## src/rtl/fp_32_to_8_converter.sv

```systemverilog
// FP32 -> FP8 E5M2 narrowing converter: two-stage valid/ready pipeline, RNE rounding, saturating
// overflow/underflow event counters. Define FP8_SATURATE_EN to clamp finite overflow to max finite.
module fp_32_to_8_converter #(
    parameter int CNT_WIDTH = 16
) (
    input  logic                 clk,
    input  logic                 rstn,
    input  logic                 input_valid,
    output logic                 input_ready,
    input  logic [31:0]          fp_data_in,
    output logic                 output_valid,
    input  logic                 output_ready,
    output logic [7:0]           fp_data_out,
    output logic                 nan_num,
    output logic                 infinity,
    input  logic                 clear_cnt,
    output logic [CNT_WIDTH-1:0] overflow_cnt,
    output logic [CNT_WIDTH-1:0] underflow_cnt
);

    typedef struct packed {
        logic       sign;
        logic [4:0] exp;
        logic [1:0] man;
        logic       guard;
        logic       sticky;
        logic       is_nan;
        logic       is_inf;
        logic       is_ovf;
        logic       nonzero;
    } s1_t;

    s1_t                  s1_d, s1_q;
    logic                 s1_valid_q, s2_valid_q;
    logic                 s1_adv_s, s2_adv_s, out_fire_s;
    logic [7:0]           exp_in_s, shamt_s;
    logic [22:0]          frac_s;
    logic [4:0]           nexp_s;
    logic [49:0]          ext_s;
    logic [48:0]          shifted_s;
    logic                 round_up_s;
    logic [6:0]           mag_s;
    logic [7:0]           out_d, out_q;
    logic                 nan_d, nan_q, inf_d, inf_q;
    logic                 ovf_d, ovf_q, unf_d, unf_q;
    logic [CNT_WIDTH-1:0] ovf_cnt_d, ovf_cnt_q, unf_cnt_d, unf_cnt_q;

    assign s2_adv_s      = !s2_valid_q || output_ready;
    assign s1_adv_s      = !s1_valid_q || s2_adv_s;
    assign input_ready   = s1_adv_s;
    assign out_fire_s    = s2_valid_q && output_ready;
    assign output_valid  = s2_valid_q;
    assign fp_data_out   = out_q;
    assign nan_num       = nan_q;
    assign infinity      = inf_q;
    assign overflow_cnt  = ovf_cnt_q;
    assign underflow_cnt = unf_cnt_q;

    assign exp_in_s  = fp_data_in[30:23];
    assign frac_s    = fp_data_in[22:0];
    // Rebias 127 -> 15 is a subtraction of 112, i.e. 16 modulo the 5-bit field.
    assign nexp_s    = exp_in_s[4:0] - 5'd16;
    assign shamt_s   = 8'd113 - exp_in_s;
    assign ext_s     = {1'b1, frac_s, 26'd0};
    assign shifted_s = 49'(ext_s >> shamt_s);

    // Stage 1: classify the operand and align its significand to the E5M2 grid.
    always_comb begin
        s1_d      = '0;
        s1_d.sign = fp_data_in[31];
        if (exp_in_s == 8'hFF) begin
            s1_d.is_nan = (frac_s != 23'd0);
            s1_d.is_inf = (frac_s == 23'd0);
        end else if (exp_in_s == 8'h00) begin
            s1_d.nonzero = (frac_s != 23'd0);
        end else if (exp_in_s >= 8'd143) begin
            s1_d.is_ovf = 1'b1;
        end else if (exp_in_s >= 8'd113) begin
            s1_d.exp     = nexp_s;
            s1_d.man     = frac_s[22:21];
            s1_d.guard   = frac_s[20];
            s1_d.sticky  = |frac_s[19:0];
            s1_d.nonzero = 1'b1;
        end else begin
            s1_d.nonzero = 1'b1;
            if (shamt_s > 8'd26) begin
                s1_d.sticky = 1'b1;
            end else begin
                s1_d.man    = shifted_s[48:47];
                s1_d.guard  = shifted_s[46];
                s1_d.sticky = |shifted_s[45:0];
            end
        end
    end

    // Stage 1 register: advances whenever stage 2 can take its current content.
    always_ff @(posedge clk or negedge rstn) begin
        if (!rstn) begin
            s1_valid_q <= 1'b0;
            s1_q       <= '0;
        end else if (s1_adv_s) begin
            s1_valid_q <= input_valid;
            if (input_valid) begin
                s1_q <= s1_d;
            end
        end
    end

    // A mantissa carry ripples into the exponent; a subnormal 3+1 lands on 0x04 naturally.
    assign round_up_s = s1_q.guard && (s1_q.sticky || s1_q.man[0]);
    assign mag_s      = {s1_q.exp, s1_q.man} + {6'd0, round_up_s};

    // Stage 2: pick the packed result and the event raised by this conversion.
    always_comb begin
        out_d = {s1_q.sign, mag_s};
        nan_d = 1'b0;
        inf_d = 1'b0;
        ovf_d = 1'b0;
        unf_d = 1'b0;
        if (s1_q.is_nan) begin
            out_d = {s1_q.sign, 7'h7F};
            nan_d = 1'b1;
        end else if (s1_q.is_inf) begin
            out_d = {s1_q.sign, 7'h7C};
            inf_d = 1'b1;
        end else if (s1_q.is_ovf || (mag_s[6:2] == 5'd31)) begin
            ovf_d = 1'b1;
`ifdef FP8_SATURATE_EN
            out_d = {s1_q.sign, 7'h7B};
`else
            out_d = {s1_q.sign, 7'h7C};
            inf_d = 1'b1;
`endif
        end else begin
            unf_d = s1_q.nonzero && (mag_s == 7'd0);
        end
    end

    // Output registers: hold while the consumer stalls.
    always_ff @(posedge clk or negedge rstn) begin
        if (!rstn) begin
            s2_valid_q <= 1'b0;
            out_q      <= 8'd0;
            nan_q      <= 1'b0;
            inf_q      <= 1'b0;
            ovf_q      <= 1'b0;
            unf_q      <= 1'b0;
        end else if (s2_adv_s) begin
            s2_valid_q <= s1_valid_q;
            if (s1_valid_q) begin
                out_q <= out_d;
                nan_q <= nan_d;
                inf_q <= inf_d;
                ovf_q <= ovf_d;
                unf_q <= unf_d;
            end
        end
    end

    // Event counters: count on the output handshake, saturate, clear wins.
    always_comb begin
        ovf_cnt_d = ovf_cnt_q;
        unf_cnt_d = unf_cnt_q;
        if (clear_cnt) begin
            ovf_cnt_d = {CNT_WIDTH{1'b0}};
            unf_cnt_d = {CNT_WIDTH{1'b0}};
        end else begin
            if (out_fire_s && ovf_q && (ovf_cnt_q != {CNT_WIDTH{1'b1}})) begin
                ovf_cnt_d = ovf_cnt_q + CNT_WIDTH'(1);
            end else begin
                ovf_cnt_d = ovf_cnt_q;
            end
            if (out_fire_s && unf_q && (unf_cnt_q != {CNT_WIDTH{1'b1}})) begin
                unf_cnt_d = unf_cnt_q + CNT_WIDTH'(1);
            end else begin
                unf_cnt_d = unf_cnt_q;
            end
        end
    end

    // Counter registers.
    always_ff @(posedge clk or negedge rstn) begin
        if (!rstn) begin
            ovf_cnt_q <= {CNT_WIDTH{1'b0}};
            unf_cnt_q <= {CNT_WIDTH{1'b0}};
        end else begin
            ovf_cnt_q <= ovf_cnt_d;
            unf_cnt_q <= unf_cnt_d;
        end
    end

endmodule

```

## config.mk

```make
export PLATFORM = sky130hd
export DESIGN_NAME = fp_32_to_8_converter
export DESIGN_NICKNAME = d
export VERILOG_FILES = /design/src/rtl/fp_32_to_8_converter.sv
export SDC_FILE = /design/constraint.sdc
export NUM_CORES = 1
export LEC_CHECK = 0
export CORE_UTILIZATION = 48
export DETAILED_ROUTE_END_ITERATION = 6
export GPL_TIMING_DRIVEN = 0
export PLACE_DENSITY_LB_ADDON = 0.08
export RECOVER_POWER = 100
export SLEW_MARGIN = 20
export SYNTH_ARGS = -nofsm -noshare
export SYNTH_HDL_FRONTEND = slang
export SYNTH_SLANG_ARGS = --single-unit
```

## constraint.sdc

```tcl
create_clock -name clk -period 2.5 [get_ports clk]
set_clock_uncertainty 0.05 [all_clocks]
set_input_delay 0.5 -clock clk [delete_from_list [all_inputs] [get_ports clk]]
set_output_delay 0.5 -clock clk [all_outputs]
set_load 0.02 [all_outputs]
```

==> key figures <==
Status
  – Status: complete, but fails checks
  – Failing checks: negative setup slack

Clocking
  – Worst-path clk slew: 0.07 ns
  – CTS Buffer Depth: 2
  – Clk_lat worst skew: 0.34 ns
  – H-tree Lvls: 3
  – Num CTS Buffers: 9
  – Clock sink count: 60
  – CTS tree: built
  – Root Buffer: clkbuf_8
  – Hold-fix buffers at CTS: 0

Timing
  – TNS Setup: -0.147 ns
  – Hold Fails Final Rpt: 0
  – Final period utilization: 106%
  – Slack of the critical path: -0.147 ns
  – Number of setup violations in the final report: 1
  – Final min period: 2.65 ns
  – RSZ-0062 raised after global routing: true
  – Slew HR: 1.77%
  – Final slew viol count: 0
  – Max Clk Rate: 0.378 GHz
  – Slew @ Worst Pin: 1.47 ns

Place
  – Post-DP HPWL: 8260 um
  – I/O Buffers: 78
  – Placed Area: 5180 um^2
  – GPL Wtd Cong: 0.948
  – Placed cells: 658

Synthesis
  – Post-Syn Nets: 518
  – Synth Warn #: 0
  – Flops & latches, synth: 60
  – Area leader, netlist: dfrtp_1
  – Synth top area share: 35.7%
  – Gate Count Post-Synth: 475
  – EDFF count, synth: 0
  – Post-synthesis area per instance: 8.86 um^2
  – Main area contributors after synthesis: dfrtp_1, xor2_1, mux4_2, nor2_1, nand2_1
  – Synth async-reset ratio: 100%
  – Cell Area, Synth: 4210 um^2
  – Synth cell types: 59
  – Top FF cell, synth: dfrtp_1
  – Sequential fraction of the synthesis area: 35.7%

Layout
  – NumNets Final: 620
  – Fin util: 68.6%
  – Final Cell Area: 5720 um^2
  – Area Overhead vs Synth: 35.9%
  – # diodes: 0
  – Final cell count without fillers: 687
  – Layout cell share with drive strength beyond 1: 17.2%
  – Fillcell total: 692

Route
  – Drt first pass iters: 5
  – Routed WL: 11,500 um
  – Routed wire length per instance: 16.7 um
  – Routed vias/inst: 6.05
  – Vias: 4,153
  – DRC: 0
  – Initial drt markers: 275
  – Final antenna-violating net count: 0

Die
  – Rows: 33
  – DIE HEIGHT: 95.7 um
  – Die Wd: 95.7 um
  – Initial Util: 50.5%
  – Die area: 9150 um^2
  – CORE AREA: 8340 um^2
  – I/O pin cnt: 81

Power
  – Max VDD drop: 0.000313 V
  – Leak: 2.47 nW
  – Power per Cell Area: 495 nW/um^2

Worst setup path
  – CP Data Required Time: 2.67 ns
  – Number of buffers and inverters on the critical path: 4
  – Most used cell, CP: buf_12
  – Setup CP Type: input port to register
  – Startpoint type of the worst setup path: input port
  – Worst path top cell family by delay: compound AO/OA/AOI/OAI gates
  – CP cell instances: buf_12, inv_12, ha_4, buf_8, buf_12, mux4_2, nor2_2, nor3_2, o41ai_2, o221ai_1, nor4_1, a21oi_1
  – Slowest cell on crit path: mux4_2
  – Critical path's largest stage delay: 0.50 ns
  – Crit end category: register
  – Critical Path Fanout Max: 6
  – Worst EP arrival: 2.82 ns

Flow run
  – MaxCap Viol Count: 0

Global route
  – Congestion Overflow GR: 0
  – Pin count of the biggest net entering global routing: 61
  – First-pass GRT wire length: 18,100 um
  – GR Util All Layers: 25.4%
  – Vias in the first global route: 3,680
  – Initial antenna violation count: 0

Worst hold path
  – HP Class: register to register
[power breakdown]
group | internal, W | switching [W] | leakage [nW] | total, W
Sequential | 0.00104 | 0.0000508 | 0.798 | 0.00109
Combinational | 0.000342 | 0.000420 | 1.56 | 0.000762
Clock | 0.000566 | 0.000420 | 0.110 | 0.000986
[flip-flops by register name, indices dropped and copies added, names as in the netlist]
register       cells
nan_num            1
s1_valid_q         1
output_valid       1
ovf_q              1
overflow_cnt      16
unf_q              1
fp_data_out        8
s1_q              14
infinity           1
underflow_cnt     16
[worst paths after layout]
check | startpoint | cells past startpoint | slack [ns] | endpoint
hold reg to reg | nan_num$_DFFE_PN0P_ | 2 | 0.42 | nan_num$_DFFE_PN0P_
setup reg to reg | overflow_cnt[7]$_DFFE_PN0P_ | 8 | 0.08 | overflow_cnt[12]$_DFFE_PN0P_
min in group asynchronous | rstn | 1 | 0.45 | underflow_cnt[4]$_DFFE_PN0P_
setup / recovery | fp_data_in[24] | 12 | -0.15 | s1_q[4]$_DFFE_PN0P_
hold / removal | nan_num$_DFFE_PN0P_ | 2 | 0.42 | nan_num$_DFFE_PN0P_
max in group asynchronous | rstn | 1 | 1.05 | s1_valid_q$_DFFE_PN0N_
[cells by family after synthesis]
logic type               synth area share (%)
adder cells (fa/ha/maj)                  1.78
buffers and inverters                    3.03
XOR/XNOR                                 7.90
multiplexers                             9.78
AND/OR/NAND/NOR                          25.1
AO/OA/AOI/OAI                            16.8
flip-flops                               35.7
[synthesized netlist by cell type, types with 2 or more instances]
master	n
o31ai_1	6
ha_1	6
or4_1	3
xor2_1	29
o41ai_1	2
a2111oi_0	4
nor4_1	7
nor3_1	9
o22ai_1	4
inv_1	9
nor2_1	56
a22o_1	4
o21a_1	3
buf_2	9
nand2_1	53
and4_1	3
nor3b_1	3
o21ai_0	20
nand4_1	9
mux2_2	3
xnor2_1	9
and2_1	3
nor4b_1	3
mux4_2	11
dfrtp_1	60
nand2b_1	10
a21oi_1	20
clkbuf_1	9
mux2i_1	13
a31oi_1	2
a211oi_1	5
or3_1	5
a22oi_1	4
and3_1	6
nand3_1	30
o2111ai_1	2
o211ai_1	3
a221oi_1	4
nor2b_1	13
a311oi_1	2
[layer usage]
metal  GRT usage [%]  share of wire, %
met1            37.0                44
met2            38.9                48
met4            7.46               1.5
met5               0                 0
met3            3.99               6.1
[metrics by stage]
step / hold slack (ns) / power (W) / worst slack, ns
5_1_grt: 0.450 / 0.00296 / -0.239
3_3_place_gp: 0.414 / 0.00180 / -1.15
3_5_place_dp: 0.413 / 0.00181 / -1.17
6_report: 0.419 / 0.00283 / -0.147
4_1_cts: 0.198 / 0.00283 / -0.236
2_1_floorplan: 0.154 / 0.00153 / -0.227
[tightest hold or removal path, cell delays in order (launching register included)]
cell,delay (ns)
dfrtp_1,0.34
nand2_1,0.05
nand2_1,0.05
[timing repair]
| item | in CTS | in global routing |
|---|---|---|
| cloned | 0 | 0 |
| resized for setup | 41 | 50 |
| buffers inserted | 9 | 5 |
| endpoints found under the setup margin | 20 | 33 |
| pin swaps | 9 | 15 |
[cell type report]
cell class / instances / area (um^2) / area share [%]
inverters: 9 / 52.6 / 0.919
flip-flops and latches: 60 / 1500 / 26.2
plain buffers: 19 / 113 / 1.97
multi-input cells: 386 / 2780 / 48.6
clock inverters: 7 / 98.8 / 1.73
clock buffers: 9 / 124 / 2.17
well taps: 105 / 131 / 2.30
repair buffers: 92 / 920 / 16.1
[layout by cell type, fill, tap and decap left out, drive strengths merged, types with 13 or more instances in the layout]
cell / synthesis / layout
mux2i: 13 / 13
dfrtp: 60 / 60
buf: 11 / 26
nor2: 57 / 57
o21ai: 20 / 20
nand2: 53 / 53
nor2b: 13 / 13
clkbuf: 9 / 20
xor2: 29 / 29
nand3: 30 / 30
dlygate4sd3: 0 / 44
a21oi: 20 / 20
Note: power is estimated with default switching activity, not from simulation.
